$ cat config.mk
export PLATFORM = sky130hd
export DESIGN_NAME = eth_link_mux
export DESIGN_NICKNAME = d
export VERILOG_FILES = /design/src/rtl/eth_link_mux_pkg.sv /design/src/rtl/eth_nlp_timer.sv /design/src/rtl/eth_link_mux.sv
export SDC_FILE = /design/constraint.sdc
export NUM_CORES = 1
export LEC_CHECK = 0
export CAP_MARGIN = 20
export CORE_MARGIN = 2
export CORE_UTILIZATION = 35
export CTS_BUF_LIST = sky130_fd_sc_hd__clkbuf_2 sky130_fd_sc_hd__clkbuf_4 sky130_fd_sc_hd__clkbuf_8
export DETAILED_ROUTE_END_ITERATION = 10
export HOLD_SLACK_MARGIN = 0.03
export PLACE_DENSITY_LB_ADDON = 0.3
export SYNTH_ARGS = -nofsm -noshare
export SYNTH_HDL_FRONTEND = slang
export SYNTH_SLANG_ARGS = --single-unit
$ cat constraint.sdc
create_clock -name clk -period 2.7 [get_ports clk]
set_clock_uncertainty 0.05 [all_clocks]
set_input_delay 0.405 -clock clk [delete_from_list [all_inputs] [get_ports clk]]
set_output_delay 0.405 -clock clk [all_outputs]
set_load 0.1 [all_outputs]
$ cat src/rtl/eth_link_mux_pkg.sv
// Shared definitions for the Ethernet link-pulse / frame output mux:
// FSM state encoding and default timing at a 40 MHz system clock.
package eth_link_mux_pkg;

  typedef enum logic [1:0] {
    ST_IDLE  = 2'd0,
    ST_NLP   = 2'd1,
    ST_FRAME = 2'd2,
    ST_TPIDL = 2'd3
  } state_t;

  localparam int unsigned TIMER_W        = 20;
  localparam int unsigned NLP_PERIOD_DEF = 640000;  // 16 ms
  localparam int unsigned NLP_WIDTH_DEF  = 4;       // 100 ns
  localparam int unsigned TPIDL_LEN_DEF  = 12;      // 300 ns

endpackage

$ cat src/rtl/eth_nlp_timer.sv
// Free-running NLP interval counter with clear/hold and a terminal-count flag.
// Clear beats hold; the counter saturates instead of wrapping.
module eth_nlp_timer
  import eth_link_mux_pkg::*;
#(
  parameter int unsigned NLP_PERIOD = NLP_PERIOD_DEF
) (
  input  logic clk,
  input  logic rst,
  input  logic clr,
  input  logic hold,
  output logic tc
);

  localparam logic [TIMER_W-1:0] LAST = TIMER_W'(NLP_PERIOD - 1);

  logic [TIMER_W-1:0] count;

  always_ff @(posedge clk) begin
    if (rst || clr)
      count <= '0;
    else if (!hold && count != '1)
      count <= count + 1'b1;
  end

  assign tc = (count == LAST);

endmodule

$ cat src/rtl/eth_link_mux.sv
// 10BASE-T line output mux: normal link pulses while idle, Manchester frame
// data while tx_en is high, and a TP_IDL positive hold after each frame.
module eth_link_mux
  import eth_link_mux_pkg::*;
#(
  parameter int unsigned NLP_PERIOD = NLP_PERIOD_DEF,
  parameter int unsigned NLP_WIDTH  = NLP_WIDTH_DEF,
  parameter int unsigned TPIDL_LEN  = TPIDL_LEN_DEF
) (
  input  logic clk,
  input  logic rst,
  input  logic clk_eth,
  input  logic tx_en,
  input  logic tx_in,
  output logic tx_p,
  output logic tx_n,
  output logic link_pulse,
  output logic busy
);

  localparam int unsigned PW = $clog2(NLP_WIDTH + 1);
  localparam int unsigned TW = $clog2(TPIDL_LEN + 1);
  localparam logic [PW-1:0] PULSE_LAST = PW'(NLP_WIDTH);
  localparam logic [TW-1:0] TPIDL_LAST = TW'(TPIDL_LEN);

  state_t        state;
  logic [PW-1:0] pulse_cnt;
  logic [TW-1:0] tpidl_cnt;
  logic          tc;
  logic          timer_clr;
  logic          timer_hold;

  // clk_eth is only a debug alignment reference and never steers the FSM.
  logic unused_clk_eth;
  assign unused_clk_eth = clk_eth;

  // Timer restarts at each NLP launch, at frame start and throughout TP_IDL,
  // so the post-frame interval is measured from the TP_IDL exit edge.
  assign timer_clr  = tx_en || (state == ST_TPIDL) || (state == ST_IDLE && tc);
  assign timer_hold = (state == ST_FRAME);

  eth_nlp_timer #(
    .NLP_PERIOD (NLP_PERIOD)
  ) u_timer (
    .clk  (clk),
    .rst  (rst),
    .clr  (timer_clr),
    .hold (timer_hold),
    .tc   (tc)
  );

  always_ff @(posedge clk) begin
    if (rst) begin
      state      <= ST_IDLE;
      pulse_cnt  <= '0;
      tpidl_cnt  <= '0;
      tx_p       <= 1'b0;
      tx_n       <= 1'b0;
      link_pulse <= 1'b0;
      busy       <= 1'b0;
    end else if (tx_en) begin
      state      <= ST_FRAME;
      pulse_cnt  <= '0;
      tpidl_cnt  <= '0;
      tx_p       <= tx_in;
      tx_n       <= ~tx_in;
      link_pulse <= 1'b0;
      busy       <= 1'b1;
    end else begin
      case (state)
        ST_IDLE: begin
          if (tc) begin
            state      <= ST_NLP;
            pulse_cnt  <= PW'(1);
            tx_p       <= 1'b1;
            tx_n       <= 1'b0;
            link_pulse <= 1'b1;
          end else begin
            tx_p       <= 1'b0;
            tx_n       <= 1'b0;
            link_pulse <= 1'b0;
          end
          busy <= 1'b0;
        end
        ST_NLP: begin
          if (pulse_cnt == PULSE_LAST) begin
            state      <= ST_IDLE;
            pulse_cnt  <= '0;
            tx_p       <= 1'b0;
            link_pulse <= 1'b0;
          end else begin
            pulse_cnt <= pulse_cnt + 1'b1;
          end
        end
        ST_FRAME: begin
          state     <= ST_TPIDL;
          tpidl_cnt <= TW'(1);
          tx_p      <= 1'b1;
          tx_n      <= 1'b0;
          busy      <= 1'b1;
        end
        ST_TPIDL: begin
          if (tpidl_cnt == TPIDL_LAST) begin
            state     <= ST_IDLE;
            tpidl_cnt <= '0;
            tx_p      <= 1'b0;
            tx_n      <= 1'b0;
            busy      <= 1'b0;
          end else begin
            tpidl_cnt <= tpidl_cnt + 1'b1;
          end
        end
        default: begin
          state      <= ST_IDLE;
          tx_p       <= 1'b0;
          tx_n       <= 1'b0;
          link_pulse <= 1'b0;
          busy       <= 1'b0;
        end
      endcase
    end
  end

endmodule

# Word-level counts from Yosys, hierarchy flattened
# Index checks and enable logic that the tools add are counted.
totals:
  word_cells: 66
  input_bits: 5
  reg_bits: 33
  out_inout_bits: 4
classes:
  n_bitwise: 1
  addsub: 3
  n_eq_ne: 13
  mux: 20
  reduce_logical: 20
ops:
  columns: ["cell", "count"]
  rows:
  - ["20-bit by 1-bit adder with 20-bit output (second input constant)", 1]
  - ["20-bit equality test (second input constant)", 1]
  - ["20-bit != test (second input constant)", 1]
  - ["2-bit AND reduction", 5]
  - ["2-bit 2-to-1 mux", 4]
  - ["2-bit one-hot mux with 4 select lines", 1]
  - ["4-bit one-hot mux with 2 select lines", 1]
  - ["1-bit 2-to-1 mux", 6]
  - ["3-bit 2-to-1 mux", 2]
  - ["3-bit != test (second input constant)", 2]
  - ["3-bit one-hot mux with 2 select lines", 1]
  - ["3-bit AND reduction", 2]
  - ["4-bit by 1-bit adder with 4-bit output (second input constant)", 1]
  - ["2-bit equality test (second input constant)", 2]
  - ["4-bit equality test (second input constant)", 1]
  - ["4-bit 2-to-1 mux", 1]
  - ["2-bit != test (second input constant)", 2]
  - ["1-bit one-hot mux with 2 select lines", 2]
  - ["1-bit one-hot mux with 4 select lines", 1]
  - ["2-bit nonzero test", 2]
  - ["4-bit nonzero test", 1]
  - ["2-bit OR reduction", 2]
  - ["3-bit by 1-bit adder with 3-bit output (second input constant)", 1]
  - ["3-bit equality test (second input constant)", 1]
  - ["10 further kinds", 13]

# Longest topological paths before layout
depth:
  word_depth: 4
  mapped_depth: 8
  ltp_nobuf: 7

# Modules after synthesis
# Synthesis repeated with hierarchy kept, for this count alone.
unflattened:
  cells_unflattened: 211
  hier_area_um2: 1818.0
by_module_without_submodules:
  columns: ["module", "area_per_inst_um2", "seq_area_each_um2", "cells_each", "n_inst"]
  rows:
  - ["eth_nlp_timer", 1056.0, 400.4, 121, 1]
  - ["eth_link_mux", 762.0, 260.2, 90, 1]

# Worst setup path before layout
# OpenSTA, ideal clock, no wires.
synth_timing:
  kind: "reg-to-reg"
  from: "register state[0]"
  to: "register u_timer.count[9]"
  arrival_ns: 1.646
  period_less_slack_ns: 1.811
  setup_time_ns: 0.115
  stages_incl_launch_ff: 9
  n_path_buf: 1
  path_slack_ns: 0.889
  t_required_ns: 2.535
  cell_sequence: "dfxtp_1 inv_1 ha_1 buf_2 and4b_1 nand3_2 a311oi_1 xnor2_1 nor2_1"
synth_between:
  elab_chain_len: 4
  elab_cells_between_ends: 9
  cone_classes: "eq/ne: 2; reduce/logical: 7"
synth_lines:
  columns: ["item", "line_no", "rtl"]
  rows:
  - ["from (decl)", "eth_link_mux.sv:26", "state_t state;"]
  - ["from (signal assigned)", "eth_link_mux.sv:54", "state <= ST_IDLE;"]
  - ["from (signal assigned)", "eth_link_mux.sv:62", "state <= ST_FRAME;"]
  - ["from (signal assigned)", "eth_link_mux.sv:73", "state <= ST_NLP;"]
  - ["2-bit equality test / 2-bit zero test (equally long branches)", "eth_link_mux.sv:39", "assign timer_clr = tx_en || (state == ST_TPIDL) || (state == ST_IDLE && tc);"]
  - ["1-bit logical OR / 1-bit logical AND (equally long branches)", "eth_link_mux.sv:39", null]
  - ["1-bit logical OR", "eth_link_mux.sv:39", null]
  - ["1-bit logical OR", "eth_nlp_timer.sv:20", "if (rst || clr)"]
  - ["to (signal assigned)", "eth_nlp_timer.sv:23", "count <= count + 1'b1;"]
  - ["to (decl)", "eth_nlp_timer.sv:17", "logic [TIMER_W-1:0] count;"]
# Several ways; a longest one is shown, not always the timed one.
# A chain may end at the register's enable or synchronous reset.

# Final worst setup path
layout_timing:
  from: "register state[0]"
  to: "register u_timer.count[13]"
# The elaborated chain is that of the path after synthesis.

==> results.sh <==
export IMPL_status="finished, final reports clean"
export IMPL_reg2reg_from="state[0]$_SDFFE_PP0P_"
export IMPL_drive_gt1_frac=0.108
export IMPL_avgSynthCellArea_um2=8.19
export IMPL_drv_slew=0
export IMPL_grt_antenna_before_repair=0
export IMPL_async_flop_share=0
export IMPL_drc_errors=0
export IMPL_portBuffers=7
export IMPL_cts_buffers=5
export IMPL_setup_violations=0
export IMPL_synth_edf_count=0
export IMPL_clock_fmax_mhz=521
export IMPL_wl_per_cell_um=12.1
export IMPL_nets=244
export IMPL_die_x_um=75.9
export IMPL_clkTransAtPathRegs_ns=0.07
export IMPL_cts_max_level=2
export IMPL_design_area_mm2=0.00203
export IMPL_drt_wl_total_um=3630
export IMPL_drtIter0Drc=89
export IMPL_globalRouteTotalUtil=0.143
export IMPL_final_common_cell="dfxtp_1"
export IMPL_initial_utilization=0.359
export IMPL_rsz0062_at_grt="false"
export IMPL_final_min_clock_period_ns=1.92
export IMPL_place_hpwl_um=2530
export IMPL_setup_tns_ns=0
export IMPL_crit_arrival_ns=2.04
export IMPL_grt_pass1_vias=1432
export IMPL_max_cap_viol_count=0
export IMPL_num_vias=1572
export IMPL_coreArea_mm2=0.00504
export IMPL_min_to="u_timer.count[1]$_SDFFE_PP0P_"
export IMPL_cts_tree="done"
export IMPL_die_h_um=75.9
export IMPL_clock_latency_ns=0.29
export IMPL_clock_tree_buffer_depth=2
export IMPL_synth_ff_type="dfxtp_1"
export IMPL_crit_type="flip-flop to flip-flop"
export IMPL_ys_seq_elements=33
export IMPL_syn_cell_area_mm2=0.00181
export IMPL_overflow=0
export IMPL_rr_worst_depth=7
export IMPL_required_ns=2.82
export IMPL_syn_num_nets=235
export IMPL_die_area_mm2=0.00576
export IMPL_detail_route_antenna_nets=0
export IMPL_dp_cells=293
export IMPL_top_level_ports=9
export IMPL_hold_path_cell_count=2
export IMPL_yosysUniqueCellTypes=43
export IMPL_via_per_inst=5.22
export IMPL_peakVddDrop_mv=0.277
export IMPL_postCtsResizedCells=0
export IMPL_r2r_slack_ns=0.78
export IMPL_cts_hold_buf=0
export IMPL_dr_pass1_iters=4
export IMPL_mostFrequentLayoutCells="33 x dfxtp_1, 32 x nor2_1, 18 x a21oi_1, 15 x xnor2_1, 14 x nand2_1"
export IMPL_multiInputGateArea_mm2=0.00106
export IMPL_max_slew_margin=0.684
export IMPL_start_kind="flip-flop"
export IMPL_clock_sinks=33
export IMPL_synth_seq_area_share=0.365
export IMPL_rows=26
export IMPL_finalCritPeriodShare=0.711
export IMPL_place_gp_congestion=0.818
export IMPL_post_cts_buffers=0
export IMPL_grt_max_degree=21
export IMPL_netlist_instances=221
export IMPL_crit_path_end_kind="flip-flop"
export IMPL_hold_viol=0
export IMPL_num_antenna_cells=0
export IMPL_power_density_mw_per_mm2=478
export IMPL_finalPower_mw=0.970
export IMPL_synthToLayoutAreaGrowth_pct=12.0
export IMPL_critPathMaxFanout=6
export IMPL_grt_pass1_wl_um=6320
export IMPL_worstMarginPinSlew_ns=0.470
export IMPL_num_fill_cells=521
export IMPL_r2r_end="u_timer.count[13]$_SDFFE_PP0P_"
export IMPL_cts_root_buf="clkbuf_8"
export IMPL_seq_area_um2=661
export IMPL_min_path_type="flip-flop to flip-flop"
export IMPL_place_area_mm2=0.00194
export IMPL_p_leak_nw=0.655
export IMPL_hold_start="u_timer.count[1]$_SDFFE_PP0P_"
export IMPL_yosys_warnings=0
export IMPL_fin_cells=301
## synthesized netlist by cell type, drive strengths merged (2+ instances only)
| master | n | area share |
|---|---|---|
| nor2 | 33 | 0.070 |
| buf | 6 | 0.019 |
| nor4 | 5 | 0.017 |
| a21oi | 18 | 0.050 |
| o21ai | 9 | 0.025 |
| inv | 10 | 0.021 |
| clkbuf | 3 | 0.0062 |
| o31ai | 3 | 0.012 |
| dfxtp | 33 | 0.37 |
| nor3 | 9 | 0.025 |
| a31o | 2 | 0.0097 |
| nand4 | 4 | 0.014 |
| a21boi | 2 | 0.0083 |
| o21a | 2 | 0.0083 |
| xnor2 | 15 | 0.073 |
| a311oi | 6 | 0.029 |
| nand2 | 14 | 0.029 |
| a31oi | 6 | 0.021 |
| and4 | 3 | 0.016 |
| nand3 | 10 | 0.030 |
| or2 | 2 | 0.0069 |
| or4 | 2 | 0.0083 |
| ha | 9 | 0.062 |
## report_power, final
part / internal [mW] / leakage (nW) / switching [mW]
Sequential: 0.495 / 0.267 / 0.00668
Combinational: 0.0318 / 0.340 / 0.0658
Clock: 0.189 / 0.0484 / 0.182
Total: 0.715 / 0.655 / 0.255
## logic make-up (layout without fill, tap and decap cells)
kind of cell | after synthesis | after routing | synth area share
adder cells (fa/ha/maj) | 9 | 9 | 0.0622
XOR/XNOR | 15 | 15 | 0.0726
buffers and inverters | 19 | 29 | 0.0463
multiplexers | 1 | 1 | 0.00553
flip-flops | 33 | 33 | 0.365
AO/OA/AOI/OAI | 52 | 52 | 0.181
AND/OR/NAND/NOR | 92 | 92 | 0.267
## state kept, by name, summed over array words and instances, names as in the netlist
name and count:
state 2, link_pulse 1, busy 1, tpidl_cnt 4, u_timer.count 20, tx_p 1, tx_n 1, pulse_cnt 3
## layer usage
layer	global-route usage	share of wire	up-vias
met2	0.224	0.45	31
met4	0.0468	0.016	0
met1	0.192	0.49	717
met3	0.0357	0.047	7
li1	-	-	817
met5	0	0	-
## critical path, stage by stage (launching register included)
cell	delay, ns
dfxtp_1	0.36
inv_1	0.09
ha_1	0.22
and4b_1	0.35
nand3_2	0.18
a311oi_1	0.35
xnor2_1	0.16
nor2_1	0.05
## layout make-up
cell class	count	share of cell area
inverters	10	0.0185
clock inverters	2	0.00494
flip-flops and latches	33	0.326
well taps	70	0.0432
clock buffers	6	0.0377
repair buffers	11	0.0444
multi-input cells	169	0.525
## stage by stage
step / utilization / hold slack [ns] / setup WS (ns)
finish: 0.402 / 0.442 / 0.780
global route: 0.402 / 0.452 / 0.639
CTS: 0.402 / 0.444 / 0.790
detailed placement: 0.385 / 0.433 / 0.606
global placement: 0.385 / 0.431 / 0.625
floorplan: - / 0.411 / 0.889
## worst max-delay path by stage
stage                     depth (start not counted)                             end                  start  slack, ns
after floorplan                                   8   u_timer.count[9]$_SDFFE_PP0P_  state[0]$_SDFFE_PP0P_       0.89
after global placement                            6   u_timer.count[6]$_SDFFE_PP0P_                  tx_en       0.62
after detailed placement                          6   u_timer.count[6]$_SDFFE_PP0P_                  tx_en       0.61
after CTS                                         7   u_timer.count[9]$_SDFFE_PP0P_  state[0]$_SDFFE_PP0P_       0.79
after global routing                              7   u_timer.count[9]$_SDFFE_PP0P_  state[0]$_SDFFE_PP0P_       0.64
final                                             7  u_timer.count[13]$_SDFFE_PP0P_  state[0]$_SDFFE_PP0P_       0.78
(Power assumes the default switching activity.)
